==> config.mk <==
export PLATFORM = sky130hd
export DESIGN_NAME = input_buffer_ctrl_flat
export DESIGN_NICKNAME = d
export VERILOG_FILES = /design/src/rtl/input_buffer_ctrl_if.sv /design/src/rtl/input_buffer_ctrl.sv /design/src/flat_wrapper.sv
export SDC_FILE = /design/constraint.sdc
export NUM_CORES = 1
export LEC_CHECK = 0
export ABC_AREA = 0
export CAP_MARGIN = 20
export CORE_MARGIN = 10
export CORE_UTILIZATION = 29
export DETAILED_ROUTE_END_ITERATION = 12
export GPL_ROUTABILITY_DRIVEN = 0
export PLACE_DENSITY = 0.6
export SYNTH_ARGS = -nofsm -noshare
export SYNTH_HDL_FRONTEND = slang
export SYNTH_SLANG_ARGS = --single-unit
==> constraint.sdc <==
create_clock -name CLKEXT -period 2 [get_ports CLKEXT]
set_input_delay 0.4 -clock CLKEXT [delete_from_list [all_inputs] [get_ports CLKEXT]]
set_output_delay 0.4 -clock CLKEXT [all_outputs]
set_load 0.005 [all_outputs]
==> src/rtl/input_buffer_ctrl_if.sv <==
// ============================================================================
// Module      : input_buffer_ctrl_if
// Description : Host byte stream, buffer lane and vector handshake bundle for
//               the NPU input buffer sequencer.
// Revision    : 1.0
// ============================================================================
`default_nettype none

interface input_buffer_ctrl_if;
  logic       START;
  logic       IN_VALID;
  logic [7:0] IN_DATA;
  logic       IN_READY;
  logic [7:0] DA;
  logic [7:0] DB;
  logic [7:0] DC;
  logic [7:0] DD;
  logic       EN_BUF_IN;
  logic       CLR_BUF_IN;
  logic       VEC_VALID;
  logic       VEC_ACK;
  logic [7:0] VEC_CNT;
  logic       BUSY;
  logic       DONE;

  modport master (
    output START, IN_VALID, IN_DATA, VEC_ACK,
    input  IN_READY, DA, DB, DC, DD, EN_BUF_IN, CLR_BUF_IN,
           VEC_VALID, VEC_CNT, BUSY, DONE
  );

  modport slave (
    input  START, IN_VALID, IN_DATA, VEC_ACK,
    output IN_READY, DA, DB, DC, DD, EN_BUF_IN, CLR_BUF_IN,
           VEC_VALID, VEC_CNT, BUSY, DONE
  );
endinterface

`default_nettype wire

==> src/rtl/input_buffer_ctrl.sv <==
// ============================================================================
// Module      : input_buffer_ctrl
// Description : Packs host bytes into 4-lane vectors, loads the input buffer
//               and holds each vector valid until acknowledged downstream.
// Revision    : 1.0
// ============================================================================
`default_nettype none

module input_buffer_ctrl #(
  parameter int NUM_VECTORS = 4
) (
  input  wire logic          CLKEXT,
  input  wire logic          RST,
  input_buffer_ctrl_if.slave bus
);

  typedef enum logic [2:0] {
    S_IDLE     = 3'd0,
    S_CLEAR    = 3'd1,
    S_FILL     = 3'd2,
    S_LOAD     = 3'd3,
    S_WAIT_ACK = 3'd4,
    S_FINISH   = 3'd5
  } state_t;

  localparam logic [7:0] c_num_vec = 8'(NUM_VECTORS);

  state_t          state_q, state_d;
  logic [3:0][7:0] lane_q, lane_d;
  logic [1:0]      idx_q, idx_d;
  logic [7:0]      cnt_q, cnt_d;

  logic in_ready_q;
  logic en_buf_q;
  logic vec_valid_q;
  logic busy_q;
  logic done_q;
  logic clr_n_q;

  always_comb begin
    state_d = state_q;
    lane_d  = lane_q;
    idx_d   = idx_q;
    cnt_d   = cnt_q;
    case (state_q)
      S_IDLE: begin
        if (bus.START) state_d = S_CLEAR;
      end
      S_CLEAR: begin
        lane_d  = '0;
        idx_d   = '0;
        cnt_d   = '0;
        state_d = S_FILL;
      end
      S_FILL: begin
        if (bus.IN_VALID) begin
          lane_d[idx_q] = bus.IN_DATA;
          idx_d         = idx_q + 2'd1;
          if (idx_q == 2'd3) state_d = S_LOAD;
        end
      end
      S_LOAD: begin
        state_d = S_WAIT_ACK;
      end
      S_WAIT_ACK: begin
        if (bus.VEC_ACK) begin
          cnt_d   = cnt_q + 8'd1;
          state_d = (cnt_q + 8'd1 == c_num_vec) ? S_FINISH : S_FILL;
        end
      end
      S_FINISH: begin
        state_d = S_IDLE;
      end
      default: begin
        state_d = S_IDLE;
      end
    endcase
  end

  // Outputs are decoded from the next state so they are registered yet
  // line up with the state they describe.
  always_ff @(posedge CLKEXT) begin
    if (RST) begin
      state_q     <= S_IDLE;
      lane_q      <= '0;
      idx_q       <= '0;
      cnt_q       <= '0;
      in_ready_q  <= 1'b0;
      en_buf_q    <= 1'b0;
      vec_valid_q <= 1'b0;
      busy_q      <= 1'b0;
      done_q      <= 1'b0;
      clr_n_q     <= 1'b1;
    end else begin
      state_q     <= state_d;
      lane_q      <= lane_d;
      idx_q       <= idx_d;
      cnt_q       <= cnt_d;
      in_ready_q  <= (state_d == S_FILL);
      en_buf_q    <= (state_d == S_LOAD);
      vec_valid_q <= (state_d == S_WAIT_ACK);
      busy_q      <= (state_d != S_IDLE);
      done_q      <= (state_d == S_FINISH);
      clr_n_q     <= (state_d != S_CLEAR);
    end
  end

  assign bus.IN_READY   = in_ready_q;
  assign bus.DA         = lane_q[0];
  assign bus.DB         = lane_q[1];
  assign bus.DC         = lane_q[2];
  assign bus.DD         = lane_q[3];
  assign bus.EN_BUF_IN  = en_buf_q;
  // The buffer is also held in clear for as long as system reset is high.
  assign bus.CLR_BUF_IN = clr_n_q & ~RST;
  assign bus.VEC_VALID  = vec_valid_q;
  assign bus.VEC_CNT    = cnt_q;
  assign bus.BUSY       = busy_q;
  assign bus.DONE       = done_q;

endmodule

`default_nettype wire
==> src/flat_wrapper.sv <==
// flat-port wrapper written by rule: the top's interface ports become plain ports
module input_buffer_ctrl_flat 
#(
  parameter int NUM_VECTORS = 4
)
  (CLKEXT, RST, bus_START, bus_IN_VALID, bus_IN_DATA, bus_VEC_ACK, bus_IN_READY, bus_DA, bus_DB, bus_DC, bus_DD, bus_EN_BUF_IN, bus_CLR_BUF_IN, bus_VEC_VALID, bus_VEC_CNT, bus_BUSY, bus_DONE);
  input_buffer_ctrl_if bus_i ();
  input  wire logic CLKEXT;
  input  wire logic RST;
  input wire logic [$bits(bus_i.START)-1:0] bus_START;
  input wire logic [$bits(bus_i.IN_VALID)-1:0] bus_IN_VALID;
  input wire logic [$bits(bus_i.IN_DATA)-1:0] bus_IN_DATA;
  input wire logic [$bits(bus_i.VEC_ACK)-1:0] bus_VEC_ACK;
  output wire logic [$bits(bus_i.IN_READY)-1:0] bus_IN_READY;
  output wire logic [$bits(bus_i.DA)-1:0] bus_DA;
  output wire logic [$bits(bus_i.DB)-1:0] bus_DB;
  output wire logic [$bits(bus_i.DC)-1:0] bus_DC;
  output wire logic [$bits(bus_i.DD)-1:0] bus_DD;
  output wire logic [$bits(bus_i.EN_BUF_IN)-1:0] bus_EN_BUF_IN;
  output wire logic [$bits(bus_i.CLR_BUF_IN)-1:0] bus_CLR_BUF_IN;
  output wire logic [$bits(bus_i.VEC_VALID)-1:0] bus_VEC_VALID;
  output wire logic [$bits(bus_i.VEC_CNT)-1:0] bus_VEC_CNT;
  output wire logic [$bits(bus_i.BUSY)-1:0] bus_BUSY;
  output wire logic [$bits(bus_i.DONE)-1:0] bus_DONE;
  assign bus_i.START = bus_START;
  assign bus_i.IN_VALID = bus_IN_VALID;
  assign bus_i.IN_DATA = bus_IN_DATA;
  assign bus_i.VEC_ACK = bus_VEC_ACK;
  assign bus_IN_READY = bus_i.IN_READY;
  assign bus_DA = bus_i.DA;
  assign bus_DB = bus_i.DB;
  assign bus_DC = bus_i.DC;
  assign bus_DD = bus_i.DD;
  assign bus_EN_BUF_IN = bus_i.EN_BUF_IN;
  assign bus_CLR_BUF_IN = bus_i.CLR_BUF_IN;
  assign bus_VEC_VALID = bus_i.VEC_VALID;
  assign bus_VEC_CNT = bus_i.VEC_CNT;
  assign bus_BUSY = bus_i.BUSY;
  assign bus_DONE = bus_i.DONE;
  input_buffer_ctrl #(.NUM_VECTORS(NUM_VECTORS)) u_core (.CLKEXT(CLKEXT), .RST(RST), .bus(bus_i));
endmodule
== After elaboration in Yosys (flattened, before gate mapping) ==
Cells that the tools add are included.
W data, S select, Z words.

* $add $sub $neg: 2
* Bitwise logic cells: 2
* Order comparisons: 2
* Equal/unequal tests: 13
* Reductions and logical operators: 7
* Muxes and demuxes: 15

{| class="wikitable"
|+ Operators by type and width
! cell !! number
|-
| $pmux W32 S2 || 1
|-
| $bwmux W32 || 1
|-
| $mux W32 || 1
|-
| $demux W8 S2 || 1
|-
| $mux W8 || 2
|-
| $pmux W8 S2 || 1
|-
| $mux W3 || 5
|-
| $pmux W3 S5 || 1
|-
| $eq A3 B2 Y1 const B || 4
|-
| $eq A3 B3 Y1 const B || 3
|-
| $add A8 B1 Y8 const B || 1
|-
| $eq A8 B3 Y1 const B || 1
|-
| $ne A2 B2 Y1 const B || 2
|-
| $pmux W2 S2 || 1
|-
| $reduce_and A2 Y1 || 2
|-
| $reduce_bool A2 Y1 || 2
|-
| $eq A3 B1 Y1 const B || 1
|-
| $logic_not A3 Y1 || 1
|-
| $lt A2 B3 Y1 const B || 1
|-
| $ne A3 B1 Y1 const B || 1
|-
| $reduce_bool A3 Y1 || 1
|-
| $add A2 B1 Y2 const B || 1
|-
| $eq A2 B2 Y1 const B || 1
|-
| $ge A2 B1 Y1 const B || 1
|-
| 4 further kinds || 4
|}

* Word-level logic and storage cells: 54
* Output and inout port bits: 46
* Input bits: 13
* Bits in registers: 51

== Longest topological paths before layout ==
* Depth after elaboration: 7
* Mapped depth: 6
* Depth with buffers taken out: 6

== Least setup slack after synthesis ==
OpenSTA, ideal clock, no wires.

* Path type: reg2reg
* From: reg u_core.cnt_q[0], in the netlist u_core.bus.VEC_CNT[0]
* To: reg u_core.in_ready_q, in the netlist u_core.bus.IN_READY
* Data arrival time: 1.412 ns
* Path buffers: 0
* Slack: 0.452 ns
* Setup time: 0.135 ns
* Stages on the path, launching flop included: 6
* Data required time: 1.865 ns
* Clock period less this slack: 1.548 ns
* Cells stage by stage: dfxtp_1 > ha_1 > nand2b_1 > or4_1 > a21oi_1 > a211oi_1

* Cells in the longest elaborated chain, start to end: 6

{| class="wikitable"
|+ RTL lines
! item !! line !! RTL
|-
| start, declared || input_buffer_ctrl.sv:31 || <nowiki>logic [7:0] cnt_q, cnt_d;</nowiki>
|-
| start signal, assigned || input_buffer_ctrl.sv:98 || <nowiki>cnt_q <= cnt_d;</nowiki>
|-
| $add A8 B1 Y8 || input_buffer_ctrl.sv:68 || <nowiki>state_d = (cnt_q + 8'd1 == c_num_vec) ? S_FINISH : S_FILL;</nowiki>
|-
| $eq A8 B3 Y1 || input_buffer_ctrl.sv:68 ||
|-
| $mux W3 || input_buffer_ctrl.sv:68 ||
|-
| $mux W3 || input_buffer_ctrl.sv:66 || <nowiki>if (bus.VEC_ACK) begin</nowiki>
|-
| $pmux W3 S5 || input_buffer_ctrl.sv:45 || <nowiki>case (state_q)</nowiki>
|-
| $eq A3 B2 Y1 || input_buffer_ctrl.sv:99 || <nowiki>in_ready_q <= (state_d == S_FILL);</nowiki>
|-
| end signal, assigned || input_buffer_ctrl.sv:99 ||
|-
| end, declared || input_buffer_ctrl.sv:33 || <nowiki>logic in_ready_q;</nowiki>
|}

No other way between the ends.
A chain may end at the register's enable or synchronous reset.

== Worst setup path in the final report ==
* From: in RST
* To: out bus_CLR_BUF_IN

* Cells in the longest elaborated chain, start to end: 2

{| class="wikitable"
|+ RTL lines
! item !! line !! RTL
|-
| start, declared || flat_wrapper.sv:9 || <nowiki>input wire logic RST;</nowiki>
|-
| $not A1 Y1 || input_buffer_ctrl.sv:115 || <nowiki>assign bus.CLR_BUF_IN = clr_n_q & ~RST;</nowiki>
|-
| $and A1 B1 Y1 || input_buffer_ctrl.sv:115 ||
|-
| end, declared || flat_wrapper.sv:20 || <nowiki>output wire logic [$bits(bus_i.CLR_BUF_IN)-1:0] bus_CLR_BUF_IN;</nowiki>
|}

No other way between the ends.

==> flow_summary.ini <==
[logic_synthesis]
synth_top_flop_cell = dfxtp_1
synth.cell_area_um2 = 2290
cell_accounting_for_the_most_synthesized_area = dfxtp_1
netlist.area_leader.share_pct = 44.7
postSynthNetCount = 268
yosys_warnings = 0
seq_area_frac_synth_pct = 44.7
synthesis.instances = 250
ys_ff_latch = 51
syn-mean-instance-area_um2 = 9.14
number_of_enable_type_register_cells_in_the_synthesized_netlist = 0
synth.area.top_cells = dfxtp_1, a22oi_1, nor2_1
synth-async-reset-ratio_pct = 0
synthDistinctLibCells = 46

[floorplan]
starting_utilization_of_the_core_area_pct = 29.7
die_h_um = 109
pin_count = 59
core-area_um2 = 7690
die_w_um = 109
row_count = 32
floorplan.die_area_um2 = 11800

[route]
drt_iter0_drc = 79
routed_wl_mm = 6.48
detailedRoute.firstPassIterationCount = 4
final_antenna_net_count = 0
detailroute.via_count = 2035
remaining_design_rule_violation_count = 0
avg_vias_per_cell = 4.98
avgRoutedWirePerCell_um = 15.8

[grt]
vias_in_the_first_global_route = 1995
grt_overflow_total = 0
grt_antenna_before_repair = 0
wire_length_of_the_first_global_routing_pass_mm = 10.4
grt_start_max_net_pins = 28
grt_usage_pct = 10.8

[pwr]
power-per-cell-area_nw_per_um2 = 648
static-leakage-power_nw = 1.07
vdd_ir_drop_max_mv = 0.309

[sta]
worst_slew_margin_rel_pct = 59.7
drv_slew = 0
period_share_pct = 91.5
tns_ns = 0
finalSetupViolCount = 0
worst_skew_ns = 0.00680
finalHoldViolCount = 0
max_freq_mhz = 546
max_slew.worst_pin.slew_ns = 0.604
rsz0062_at_grt = false
finalCriticalPeriod_ns = 1.83

[cells_and_area]
number_of_nets_at_the_end_of_the_flow = 324
finalCoreUtilization_pct = 40.3
final_common_cell = clkdlybuf4s50_1
final_cell_count_no_fill = 409
area_growth_pct = 35.7
mostFrequentLayoutCells = clkdlybuf4s50_1, dfxtp_1, nor2_1
drive_above_1_share_pct = 8.47
fill_cells = 792
finish.instance_area_um2 = 3100
n_antenna_cell = 0

[critical_path]
worstPathRequired_ns = 1.60
crit_path_cell_trace = clkdlybuf4s50_1 -> nor2b_1 -> clkdlybuf4s50_1
highest_fanout_seen_on_the_critical_path = 2
critPathBufInv = 2
worst_setup_path_startpoint = RST
critical-path-slowest-cell = clkdlybuf4s50_1
reg2reg_from = u_core.bus.VEC_CNT[1]
worstSetupStartpointType = input pin
critical-path-top-delay-family = buffers and inverters
highest_cell_delay_on_the_worst_timing_path_ns = 0.50
crit_path_frequent_cell = clkdlybuf4s50_1
end_kind = output pin
timing_worst_setup_path_type = in -> out
arrival_ns = 1.43

[cts]
clock-sinks = 51
postCtsSetupRepairBufs = 0
cts_tree = built
h-tree-depth = 2
cts_inserted_buffers = 5
holdBufCountCts = 0
worst_skew_pair.late_latency_ns = 0.30
cts_repair_resize_count = 0
cts.clk_slew.worst_paths_ns = 0.09
ctsLongestPathBuffers = 2
root_buffer = clkbuf_8

[placement]
numPlacedInstances = 401
place_hpwl_mm = 4.82
portBuffers = 58
detailed_place.area_um2 = 2990

[job]
cap_viol_max_count = 0

[outcome]
status = complete, no violations

[worst_hold_path]
hold_path_class = reg -> reg
min_from = u_core.bus.DA[0]
[through the flow]
stage / hold WS [ns] / setup slack, ns / power (W)
6_report: 0.517 / 0.170 / 0.00201
5_1_grt: 0.556 / 0.0561 / 0.00209
2_1_floorplan: 0.488 / 0.452 / 0.00120
3_5_place_dp: 0.501 / 0.0303 / 0.00130
4_1_cts: 0.524 / 0.153 / 0.00204
3_3_place_gp: 0.490 / 0.0699 / 0.00130
[worst register-to-register path, stage by stage, from the launching register on]
cell and delay, ns:
dfxtp_1 0.42, ha_1 0.28, nand2b_1 0.12, or4_1 0.48, a21oi_1 0.27, a211oi_1 0.11
[cells by family (layout without fill, tap and decap cells)]
| kind of cell | count (synthesis) | after routing | synth area share [%] |
|---|---|---|---|
| adder cells (fa/ha/maj) | 5 | 5 | 2.74 |
| AO/OA/AOI/OAI | 78 | 78 | 25.0 |
| flip-flops | 51 | 51 | 44.7 |
| multiplexers | 1 | 1 | 0.438 |
| XOR/XNOR | 4 | 4 | 1.53 |
| AND/OR/NAND/NOR | 87 | 87 | 20.5 |
| buffers and inverters | 24 | 81 | 5.14 |
[sequential cells by signal, indices dropped and copies added (netlist names)]
name and count:
u_core.bus.DA 8, u_core.bus.DC 8, u_core.state_q 3, u_core.bus.DB 8, u_core.bus.VEC_VALID 1, u_core.bus.VEC_CNT 8
u_core.bus.DD 8, u_core.bus.DONE 1, u_core.bus.IN_READY 1, u_core.clr_n_q 1, u_core.idx_q 2, u_core.bus.BUSY 1
u_core.bus.EN_BUF_IN 1
[synthesized netlist by cell type (5+ instances only)]
cell type	count
and2_1	5
ha_1	5
buf_2	8
nand4b_1	5
a21o_1	6
a22oi_1	33
dfxtp_1	51
a21oi_1	14
nand2b_1	6
clkbuf_1	7
nand2_1	9
nor2_1	39
[metal layers]
layer | share of wire (%) | track usage (%) | routed length (µm)
met5 | 0 | 0 | 0
met3 | 3.1 | 2.18 | 202
met2 | 51 | 18.8 | 3330
met4 | 0.97 | 3.11 | 63
met1 | 44 | 13.2 | 2880
[worst paths after layout]
path                                       endpoint  slack [ns]  depth (start not counted)
worst max-delay path                 bus_CLR_BUF_IN        0.17                          3
worst min-delay path               u_core.bus.DA[0]        0.52                          2
worst max register to register  u_core.bus.IN_READY        0.21                          5
worst min register to register     u_core.bus.DA[0]        0.52                          2
[final cells by class]
class,count,area (µm²),share of cell area [%]
clock inverters,3,46.3,1.49
inverters,4,15.0,0.484
flip-flops and latches,51,1020,32.9
well taps,102,128,4.11
repair buffers,69,676,21.8
clock buffers,5,68.8,2.22
multi-input cells,175,1150,37.0
[power breakdown]
part | internal, W | leakage, nW | switching (W)
Sequential | 0.00103 | 0.412 | 0.0000241
Combinational | 0.000103 | 0.601 | 0.000116
Clock | 0.000377 | 0.0548 | 0.000356
Total | 0.00151 | 1.07 | 0.000496
Power figures use the tool's default switching activity.
